--- config.mk ---
export PLATFORM = sky130hd
export DESIGN_NAME = ofm_axi_wr_master
export DESIGN_NICKNAME = d
export VERILOG_FILES = /design/src/rtl/ofm_axi_wr_master_pkg.sv /design/src/rtl/ofm_axi_wr_master_wr_burst_calc.sv /design/src/rtl/ofm_axi_wr_master.sv
export SDC_FILE = /design/constraint.sdc
export NUM_CORES = 1
export LEC_CHECK = 0
export ABC_AREA = 1
export CAP_MARGIN = 30
export CELL_PAD_IN_SITES_DETAIL_PLACEMENT = 1
export CELL_PAD_IN_SITES_GLOBAL_PLACEMENT = 2
export CORE_AREA = 2 2 511 513
export DETAILED_ROUTE_END_ITERATION = 16
export DIE_AREA = 0 0 513 515
export HOLD_SLACK_MARGIN = 0.15
export PLACE_DENSITY_LB_ADDON = 0.3
export SLEW_MARGIN = 25
export SYNTH_ARGS = -nofsm -noshare
export SYNTH_HDL_FRONTEND = slang
export SYNTH_SLANG_ARGS = --single-unit
export TNS_END_PERCENT = 30
--- constraint.sdc ---
create_clock -name clk -period 4.1 [get_ports clk]
set_input_delay 0.82 -clock clk [delete_from_list [all_inputs] [get_ports clk]]
set_output_delay 0.82 -clock clk [all_outputs]
set_load 0.03 [all_outputs]
--- src/rtl/ofm_axi_wr_master_pkg.sv ---
// Shared definitions for the OFM AXI4 write master: FSM encoding and AXI/page constants.
package ofm_axi_wr_master_pkg;

   typedef enum logic [2:0] {
      StIdle,
      StAw,
      StW,
      StB,
      StDone
   } wr_state_e;

   localparam logic [1:0]  AXI_BURST_INCR = 2'b01;
   localparam logic [2:0]  AXI_SIZE_64B   = 3'b110;
   localparam int unsigned BEAT_BYTES     = 64;
   localparam int unsigned PAGE_BYTES     = 4096;
   localparam int unsigned PAGE_BEATS     = PAGE_BYTES / BEAT_BYTES;
   localparam int unsigned REM_W          = 58;

endpackage

--- src/rtl/ofm_axi_wr_master_wr_burst_calc.sv ---
// Burst sizing: awlen = min(remaining beats, BURST_LEN, beats left in the 4 KB page) - 1.
module wr_burst_calc
   import ofm_axi_wr_master_pkg::*;
#(
   parameter int unsigned BURST_LEN = 16
) (
   input  logic [REM_W-1:0] remaining,
   input  logic [5:0]       page_beat,
   output logic [7:0]       awlen
);

   localparam logic [8:0] MaxBeats = 9'(BURST_LEN);

   logic [6:0] page_room;
   logic [8:0] cap;
   logic [8:0] beats;

   always_comb begin
      // page_beat is addr[11:6], so the room is 1..64 beats
      page_room = 7'(PAGE_BEATS) - {1'b0, page_beat};
      cap       = ({2'b00, page_room} < MaxBeats) ? {2'b00, page_room} : MaxBeats;
      beats     = (remaining < {49'b0, cap}) ? remaining[8:0] : cap;
      awlen     = 8'(beats - 9'd1);
   end

endmodule

--- src/rtl/ofm_axi_wr_master.sv ---
// AXI4 write master: streams the OFM AXI-stream to memory as INCR bursts split at 4 KB pages.
module ofm_axi_wr_master
   import ofm_axi_wr_master_pkg::*;
#(
   parameter int unsigned DATA_WIDTH = 512,
   parameter int unsigned ADDR_WIDTH = 64,
   parameter int unsigned BURST_LEN  = 16
) (
   input  logic                    clk,
   input  logic                    rst_n,
   input  logic                    xfer_req,
   input  logic [ADDR_WIDTH-1:0]   xfer_addr,
   input  logic [63:0]             xfer_size,
   output logic                    req_clear,
   output logic                    xfer_done,
   output logic                    xfer_err,
   input  logic                    s_axis_tvalid,
   output logic                    s_axis_tready,
   input  logic [DATA_WIDTH-1:0]   s_axis_tdata,
   output logic                    m_axi_awvalid,
   input  logic                    m_axi_awready,
   output logic [ADDR_WIDTH-1:0]   m_axi_awaddr,
   output logic [7:0]              m_axi_awlen,
   output logic [2:0]              m_axi_awsize,
   output logic [1:0]              m_axi_awburst,
   output logic                    m_axi_wvalid,
   input  logic                    m_axi_wready,
   output logic [DATA_WIDTH-1:0]   m_axi_wdata,
   output logic [DATA_WIDTH/8-1:0] m_axi_wstrb,
   output logic                    m_axi_wlast,
   input  logic                    m_axi_bvalid,
   output logic                    m_axi_bready,
   input  logic [1:0]              m_axi_bresp
);

   wr_state_e             state_q, state_d;
   logic [ADDR_WIDTH-1:0] addr_q, addr_d;
   logic [REM_W-1:0]      rem_q, rem_d;
   logic [7:0]            beat_q, beat_d;
   logic                  err_q, err_d;
   logic [ADDR_WIDTH-1:0] awaddr_q, awaddr_d;
   logic [7:0]            awlen_q, awlen_d;
   logic [7:0]            calc_awlen;
   logic [8:0]            awlen_p1;
   logic                  unused_size_lsb;

   assign unused_size_lsb = ^xfer_size[5:0];
   assign awlen_p1        = {1'b0, awlen_q} + 9'd1;

   wr_burst_calc #(
      .BURST_LEN(BURST_LEN)
   ) u_burst_calc (
      .remaining(rem_d),
      .page_beat(addr_d[11:6]),
      .awlen    (calc_awlen)
   );

   always_ff @(posedge clk or negedge rst_n) begin
      if (!rst_n) begin
         state_q  <= StIdle;
         addr_q   <= '0;
         rem_q    <= '0;
         beat_q   <= '0;
         err_q    <= 1'b0;
         awaddr_q <= '0;
         awlen_q  <= '0;
      end else begin
         state_q  <= state_d;
         addr_q   <= addr_d;
         rem_q    <= rem_d;
         beat_q   <= beat_d;
         err_q    <= err_d;
         awaddr_q <= awaddr_d;
         awlen_q  <= awlen_d;
      end
   end

   always_comb begin
      state_d       = state_q;
      addr_d        = addr_q;
      rem_d         = rem_q;
      beat_d        = beat_q;
      err_d         = err_q;
      req_clear     = 1'b0;
      xfer_done     = 1'b0;
      m_axi_awvalid = 1'b0;
      m_axi_wvalid  = 1'b0;
      m_axi_wlast   = 1'b0;
      s_axis_tready = 1'b0;
      m_axi_bready  = 1'b0;
      unique case (state_q)
         StIdle: begin
            req_clear = xfer_req;
            if (xfer_req) begin
               addr_d  = xfer_addr;
               rem_d   = xfer_size[63:6];
               err_d   = 1'b0;
               state_d = (rem_d == '0) ? StDone : StAw;
            end
         end
         StAw: begin
            m_axi_awvalid = 1'b1;
            if (m_axi_awready) begin
               beat_d  = awlen_q;
               state_d = StW;
            end
         end
         StW: begin
            // Straight pass-through: the stream only moves when W does
            m_axi_wvalid  = s_axis_tvalid;
            s_axis_tready = m_axi_wready;
            m_axi_wlast   = (beat_q == 8'd0);
            if (s_axis_tvalid && m_axi_wready) begin
               if (beat_q == 8'd0) begin
                  state_d = StB;
               end else begin
                  beat_d = beat_q - 8'd1;
               end
            end
         end
         StB: begin
            m_axi_bready = 1'b1;
            if (m_axi_bvalid) begin
               err_d   = err_q | (m_axi_bresp != 2'b00);
               addr_d  = addr_q + ADDR_WIDTH'({awlen_p1, 6'b0});
               rem_d   = rem_q - REM_W'(awlen_p1);
               state_d = (rem_d != '0) ? StAw : StDone;
            end
         end
         StDone: begin
            xfer_done = 1'b1;
            state_d   = StIdle;
         end
         default: state_d = StIdle;
      endcase
   end

   // Burst address/length are captured on entry to AW and held until awready
   always_comb begin
      awaddr_d = awaddr_q;
      awlen_d  = awlen_q;
      if (state_d == StAw && state_q != StAw) begin
         awaddr_d = addr_d;
         awlen_d  = calc_awlen;
      end
   end

   assign xfer_err      = err_q;
   assign m_axi_awaddr  = awaddr_q;
   assign m_axi_awlen   = awlen_q;
   assign m_axi_awsize  = AXI_SIZE_64B;
   assign m_axi_awburst = AXI_BURST_INCR;
   assign m_axi_wdata   = s_axis_tdata;
   assign m_axi_wstrb   = '1;

endmodule
# --- Yosys cells after proc, flatten, opt, wreduce, memory -nomap -nowiden ---
# Index checks and enable logic that the tools add are counted.
word_totals:
  ff_bits: 206
  latchBits: 0
  ramBits: 0
  rom_bits: 0
  in_bits: 649
  wordCells: 68
  n_memories: 0
op_classes:
  add_sub_neg: 6
  n_mul: 0
  div: 0
  magnitude_cmp: 2
  eq_ne: 11
  n_shift: 0
  n_mux: 30
  bitwise_logic: 1
  reduce_logical: 11
op_table:
  columns: ["cell", "n"]
  rows:
  - ["$mux 64", 2]
  - ["$pmux 64 s2", 1]
  - ["$mux 58", 2]
  - ["$pmux 58 s2", 1]
  - ["$add 64x15->64", 1]
  - ["$logic_not 58->1", 1]
  - ["$lt 58x7->1", 1]
  - ["$reduce_bool 58->1", 1]
  - ["$sub 58x9->58", 1]
  - ["$mux 8", 4]
  - ["$mux 3", 7]
  - ["$pmux 8 s2", 1]
  - ["$sub 8x1->8 const B", 2]
  - ["$pmux 3 s4", 1]
  - ["$ne 2x2->1 const B", 5]
  - ["$add 8x1->9 const B", 1]
  - ["$mux 1", 9]
  - ["$logic_not 8->1", 1]
  - ["$lt 7x5->1 const B", 1]
  - ["$mux 7", 1]
  - ["$sub 7x6->7 const A", 1]
  - ["$eq 3x1->1 const B", 2]
  - ["$eq 3x2->1 const B", 2]
  - ["$reduce_bool 2->1", 3]
  - ["other kinds (8)", 9]

# --- Logic depth before layout (Yosys ltp) ---
logic_depth:
  ltp_word: 10
  ltp_mapped: 36
  ltp_nobuf: 36

# --- Modules after synthesis ---
# From an unflattened synthesis, not the netlist that was laid out.
unflattened:
  cells_unflattened: 2822
  hier_area_um2: 19354.8
modules_own_cells:
  columns: ["module", "instances", "cells_each", "area_per_inst_um2", "seq_area_each_um2"]
  rows:
  - ["ofm_axi_wr_master", 1, 2697, 18626.6, 5154.9]
  - ["wr_burst_calc", 1, 125, 728.2, 0.0]

# --- Worst setup path after synthesis ---
# No wires, ideal clock.
synth_timing:
  path_kind: "flip-flop to flip-flop"
  start: "register awlen_q[0], in the netlist m_axi_awlen[0]"
  end: "register awlen_q[6], in the netlist m_axi_awlen[6]"
  setup_time_ns: 0.118
  arrival_ns: 4.197
  t_required_ns: 3.982
  setup_slack_ns: -0.214
  stages_incl_launch_ff: 29
  path_cell_list: "dfrtp_1 -> ha_1 -> fa_1 -> o211ai_1 -> nand2_1 -> nor2_1 -> ha_1 -> nand4_1 -> nor2_1 -> nor2_1 -> nor2_1 -> nand2_1 -> inv_1 -> o21ai_0 -> a21oi_1 -> inv_1 -> ha_1 -> a21oi_1 -> o21ai_0 -> nor2_1 -> nand2_1 -> nor2_4 -> nand2_2 -> nand2_1 -> nand2_1 -> ha_1 -> nand4_1 -> nand3b_1 -> nand2_1"
synth_between:
  elab_chain_cells: 10
synth_lines:
  columns: ["item", "line", "text"]
  rows:
  - ["start: declaration", "ofm_axi_wr_master.sv:42", "logic [7:0] awlen_q, awlen_d;"]
  - ["start signal: assignment", "ofm_axi_wr_master.sv:74", "awlen_q <= awlen_d;"]
  - ["$add 8x1->9 *", "ofm_axi_wr_master.sv:48", "assign awlen_p1 = {1'b0, awlen_q} + 9'd1;"]
  - ["$add 64x15->64", "ofm_axi_wr_master.sv:125", "addr_d = addr_q + ADDR_WIDTH'({awlen_p1, 6'b0});"]
  - ["$mux 64", "ofm_axi_wr_master.sv:123", "if (m_axi_bvalid) begin"]
  - ["$pmux 64 s2", "ofm_axi_wr_master.sv:91", "unique case (state_q)"]
  - ["$sub 7x6->7", "ofm_axi_wr_master_wr_burst_calc.sv:20", "page_room = 7'(PAGE_BEATS) - {1'b0, page_beat};"]
  - ["$lt 7x5->1", "ofm_axi_wr_master_wr_burst_calc.sv:21", "cap = ({2'b00, page_room} < MaxBeats) ? {2'b00, page_room} : MaxBeats;"]
  - ["$mux 7", "ofm_axi_wr_master_wr_burst_calc.sv:21", null]
  - ["$lt 58x7->1", "ofm_axi_wr_master_wr_burst_calc.sv:22", "beats = (remaining < {49'b0, cap}) ? remaining[8:0] : cap;"]
  - ["$mux 8", "ofm_axi_wr_master_wr_burst_calc.sv:22", null]
  - ["$sub 8x1->8", "ofm_axi_wr_master_wr_burst_calc.sv:23", "awlen = 8'(beats - 9'd1);"]
# Every way passes the cells marked *; elsewhere a longest branch is shown, timed or not.
# A chain may end at the register's enable or synchronous reset.

# --- Final worst setup path ---
layout_timing:
  start: "register awlen_q[0], in the netlist m_axi_awlen[0]"
  end: "register awaddr_q[35], in the netlist m_axi_awaddr[35]"
layout_between:
  elab_chain_cells: 8
layout_lines:
  columns: ["item", "line", "text"]
  rows:
  - ["$add 8x1->9", "ofm_axi_wr_master.sv:48", null]
  - ["$sub 58x9->58", "ofm_axi_wr_master.sv:126", "rem_d = rem_q - REM_W'(awlen_p1);"]
  - ["$reduce_bool 58->1", "ofm_axi_wr_master.sv:127", "state_d = (rem_d != '0) ? StAw : StDone;"]
  - ["$mux 3", "ofm_axi_wr_master.sv:127", null]
  - ["$mux 3", "ofm_axi_wr_master.sv:123", null]
  - ["$pmux 3 s4", "ofm_axi_wr_master.sv:91", null]
  - ["via state_d[0]", "ofm_axi_wr_master.sv:36", "wr_state_e state_q, state_d;"]
  - ["$eq 3x1->1", "ofm_axi_wr_master.sv:142", "if (state_d == StAw && state_q != StAw) begin"]
  - ["$logic_and 1x1->1", "ofm_axi_wr_master.sv:142", null]
  - ["end signal: assignment", "ofm_axi_wr_master.sv:73", "awaddr_q <= awaddr_d;"]
  - ["end: declaration", "ofm_axi_wr_master.sv:41", "logic [ADDR_WIDTH-1:0] awaddr_q, awaddr_d;"]
# The timed path passes the listed nets, and every way through them passes these cells.

==> impl_metrics.ini <==
[synth]
synth.area.mux_share_pct = 0.1049
synth-seq-cells = 206
async_reset_ff_share_pct = 100.0
synth_edf_count = 0
synth_top_area_share_pct = 27.00
ys_seq_area_share_pct = 27.00
synthAdderAreaFrac_pct = 2.110
synth_compound_area_share_pct = 8.035
syn-instance-count = 2810
synth_area_leaders = dfrtp_1 27%, buf_4 23%, nand2_1 15%
synth_top_family_by_area = simple AND/OR/NAND/NOR gates
ys_warn_count = 0
synth_simple_gate_area_share_pct = 31.05
avgSynthCellArea_um2 = 6.794
yosys.area.top_type = dfrtp_1
yosys.cell_types.count = 55
synth_xor_area_share_pct = 2.019
synth_flop_cell = dfrtp_1
mappedNetlistArea_mm2 = 0.01909

[global_routing]
gr-total-overflow = 0
grt_pass1_wl_mm = 187.1
grt_max_degree = 88
antenna_found_initial = 16
grt_use_met1_pct = 10.48
grt_usage_pct = 10.49
met2_usage_pct = 17.17
grt-busiest-layer = met2
grt_use_met3_pct = 6.600
grt_pass1_vias = 19369

[layout]
final_util_pct = 10.53
drive_above_1_share_pct = 26.33
fin_nets = 3559
seqCellArea_mm2 = 0.005159
area_growth_pct = 42.62
fill_cells = 30923
multi_input_comb_area_mm2 = 0.009921

[setup_path]
endpoint = m_axi_awaddr[35]$_DFFE_PN0P_
crit_fanout = 8
end_kind = register
r2r_cells = 32
slowest_stage = dfrtp_2
worst_ep_arrival_time_ns = 4.98
cp_common_cell = buf_6
regToRegStartpoint = m_axi_awlen[0]$_DFFE_PN0P_
worstSetupPathType = register to register
required_ns = 4.62
start_kind = register
timing.reg2reg.setup_slack_ns = -0.35
startpoint = m_axi_awlen[0]$_DFFE_PN0P_
slowest_delay_ns = 0.47
r2r_end = m_axi_awaddr[35]$_DFFE_PN0P_

[sta]
min_period_ns = 4.451
fin_worst_skew_ns = 0.02307
slew_headroom_pct = 54.32
period_share_pct = 108.6
max_freq_ghz = 0.2246
setup_ws_ns = -0.3514
final_max_slew_viol_count = 0
tightest_slew_ns = 0.6799
hold_violations = 0
setup_violations = 73
tns_ns = -21.94
rsz0062_at_grt = yes

[floorplanning]
die_area_mm2 = 0.2642
core_area_mm2 = 0.2585
row_count = 187
start_util_pct = 7.384
die_h_um = 515
io_pins = 1310
die_w_um = 513

[placed_design]
place_hpwl_mm = 121.4
io_buffers = 210
routabilityCongestion = 0.7693

[clock_network]
cts_root_buf = clkbuf_16
cts.sinks = 206
htree_levels = 2
clk_pin_slew_ns = 0.06
clk_latency_ns = 0.59
cts_tree = yes
numCtsBuffers = 34
clockBufferDepth = 3

[routing]
first_iter_violations = 708
drc = 0
routed_wl_mm = 145.4
routedWlPerCell_um = 23.05
ant_nets = 0
dr_total_vias = 18385
post_drt_via_cell_ratio = 2.915
first_pass_iters = 5

[min_path]
hold_path.class = register to register

[run_status]
outcome = finished with violations
violations = negative setup slack

[power_and_ir_drop]
powerDensity_mw_per_mm2 = 831.8
max-vdd-ir-drop_mv = 0.3159
p_total_uw = 22650
p_leak_uw = 0.01120

[job]
maxCapViolations = 0
-- cells in the final DEF (no fill, tap or decap), types with 32 or more instances in the layout --
cell / Yosys / layout
dfrtp_1: 206 / 203
nand2_4: 0 / 32
xor2_1: 38 / 35
nand3_2: 3 / 45
a22oi_1: 69 / 68
conb_1: 2 / 70
clkbuf_16: 0 / 41
nand2_2: 9 / 82
buf_4: 582 / 329
nor2_1: 243 / 206
a21oi_1: 45 / 34
nand3_1: 208 / 154
o21ai_0: 60 / 51
clkdlybuf4s50_1: 0 / 208
o211ai_1: 32 / 32
nor3_1: 40 / 36
nand4_1: 49 / 49
inv_1: 246 / 239
nand2_1: 757 / 648
-- worst max-delay path, delay by kind of cell (launching register included) --
| family | cells | cell delay (ns) |
|---|---|---|
| DFF | 1 | 0.47 |
| and+or+nand+nor | 17 | 1.70 |
| buffers and inverters | 11 | 1.41 |
| xor gates and xnor gates | 1 | 0.14 |
| AOI/OAI and AO/OA | 1 | 0.20 |
| adders and majority gates | 2 | 0.43 |
-- worst min path at each step --
stage / start / to / slack [ns] / cells after the start
2_1_floorplan: addr_q[0]$_DFF_PN0_ / addr_q[0]$_DFF_PN0_ / 0.44 / 2
3_3_place_gp: m_axi_awaddr[22]$_DFFE_PN0P_ / m_axi_awaddr[22]$_DFFE_PN0P_ / 0.46 / 2
3_5_place_dp: m_axi_awaddr[16]$_DFFE_PN0P_ / m_axi_awaddr[16]$_DFFE_PN0P_ / 0.47 / 2
4_1_cts: addr_q[5]$_DFF_PN0_ / addr_q[5]$_DFF_PN0_ / 0.48 / 2
5_1_grt: m_axi_awaddr[27]$_DFFE_PN0P_ / m_axi_awaddr[27]$_DFFE_PN0P_ / 0.52 / 2
6_report: addr_q[1]$_DFF_PN0_ / addr_q[1]$_DFF_PN0_ / 0.48 / 2
-- per-stage QoR --
step | cell area [um2] | hold slack [ns] | cells | setup slack [ns]
finish | 27230 | 0.4767 | 6308 | -0.3514
global route | 27220 | 0.5159 | 6305 | -0.6377
CTS | 25960 | 0.4825 | 6280 | -0.3892
detailed placement | 23800 | 0.4662 | 6176 | -0.8366
global placement | 23800 | 0.4594 | 6176 | -0.9156
floorplan | 19370 | 0.4449 | 2878 | 0.01788
-- power by group --
group | internal [uW] | switching (uW) | total, uW | leakage (uW)
registers | 3010 | 1160 | 4160 | 0.00259
logic | 6300 | 9000 | 15300 | 0.00805
clock network | 1890 | 1290 | 3180 | 0.000567
total | 11200 | 11400 | 22600 | 0.0112
-- layout make-up --
type | instances | share of cell area (%)
multi-input combinational | 1765 | 36.44
inverter | 264 | 3.695
tap | 3402 | 15.63
sequential | 206 | 18.95
antenna | 4 | 0.03676
clock inverter | 12 | 0.6847
timing repair buffer | 608 | 21.04
clock buffer | 47 | 3.525
-- synth_stat cells, drive strengths merged, types with 26 or more instances --
cell    count
nor3       44
dfrtp     206
buf       617
o211ai     33
nand4      50
a21oi      45
xor2       38
inv       261
a22oi      69
clkbuf     26
nand2     766
nor4       26
o21ai      69
nor2      259
ha         29
nand3     212
-- sequential cells by signal, summed over array words and instances, names as in the netlist --
signal	count
addr_q	64
state_q	3
rem_q	58
xfer_err	1
m_axi_awlen	8
m_axi_awaddr	64
beat_q	8
-- timing repair --
item,in CTS,in global routing
endpoints found under the hold margin,1,0
gates resized for setup,131,250
pin swaps,49,91
setup endpoints to repair,83,102
setup buffers,41,19
hold buffers,1,0
gates cloned,3,7
-- kinds of logic after synthesis --
group,Yosys count
and+or+nand+nor,1378
buffers and inverters,907
AOI/OAI and AO/OA,240
DFF,206
xor gates and xnor gates,44
adders and majority gates,31
other,2
muxes,2
-- layer usage --
metal | part of all wire, % | routed length [um]
met1 | 35 | 50550
met2 | 46 | 66980
met3 | 14 | 20600
met4 | 4.9 | 7085
met5 | 0.12 | 170
(Power assumes the default switching activity.)
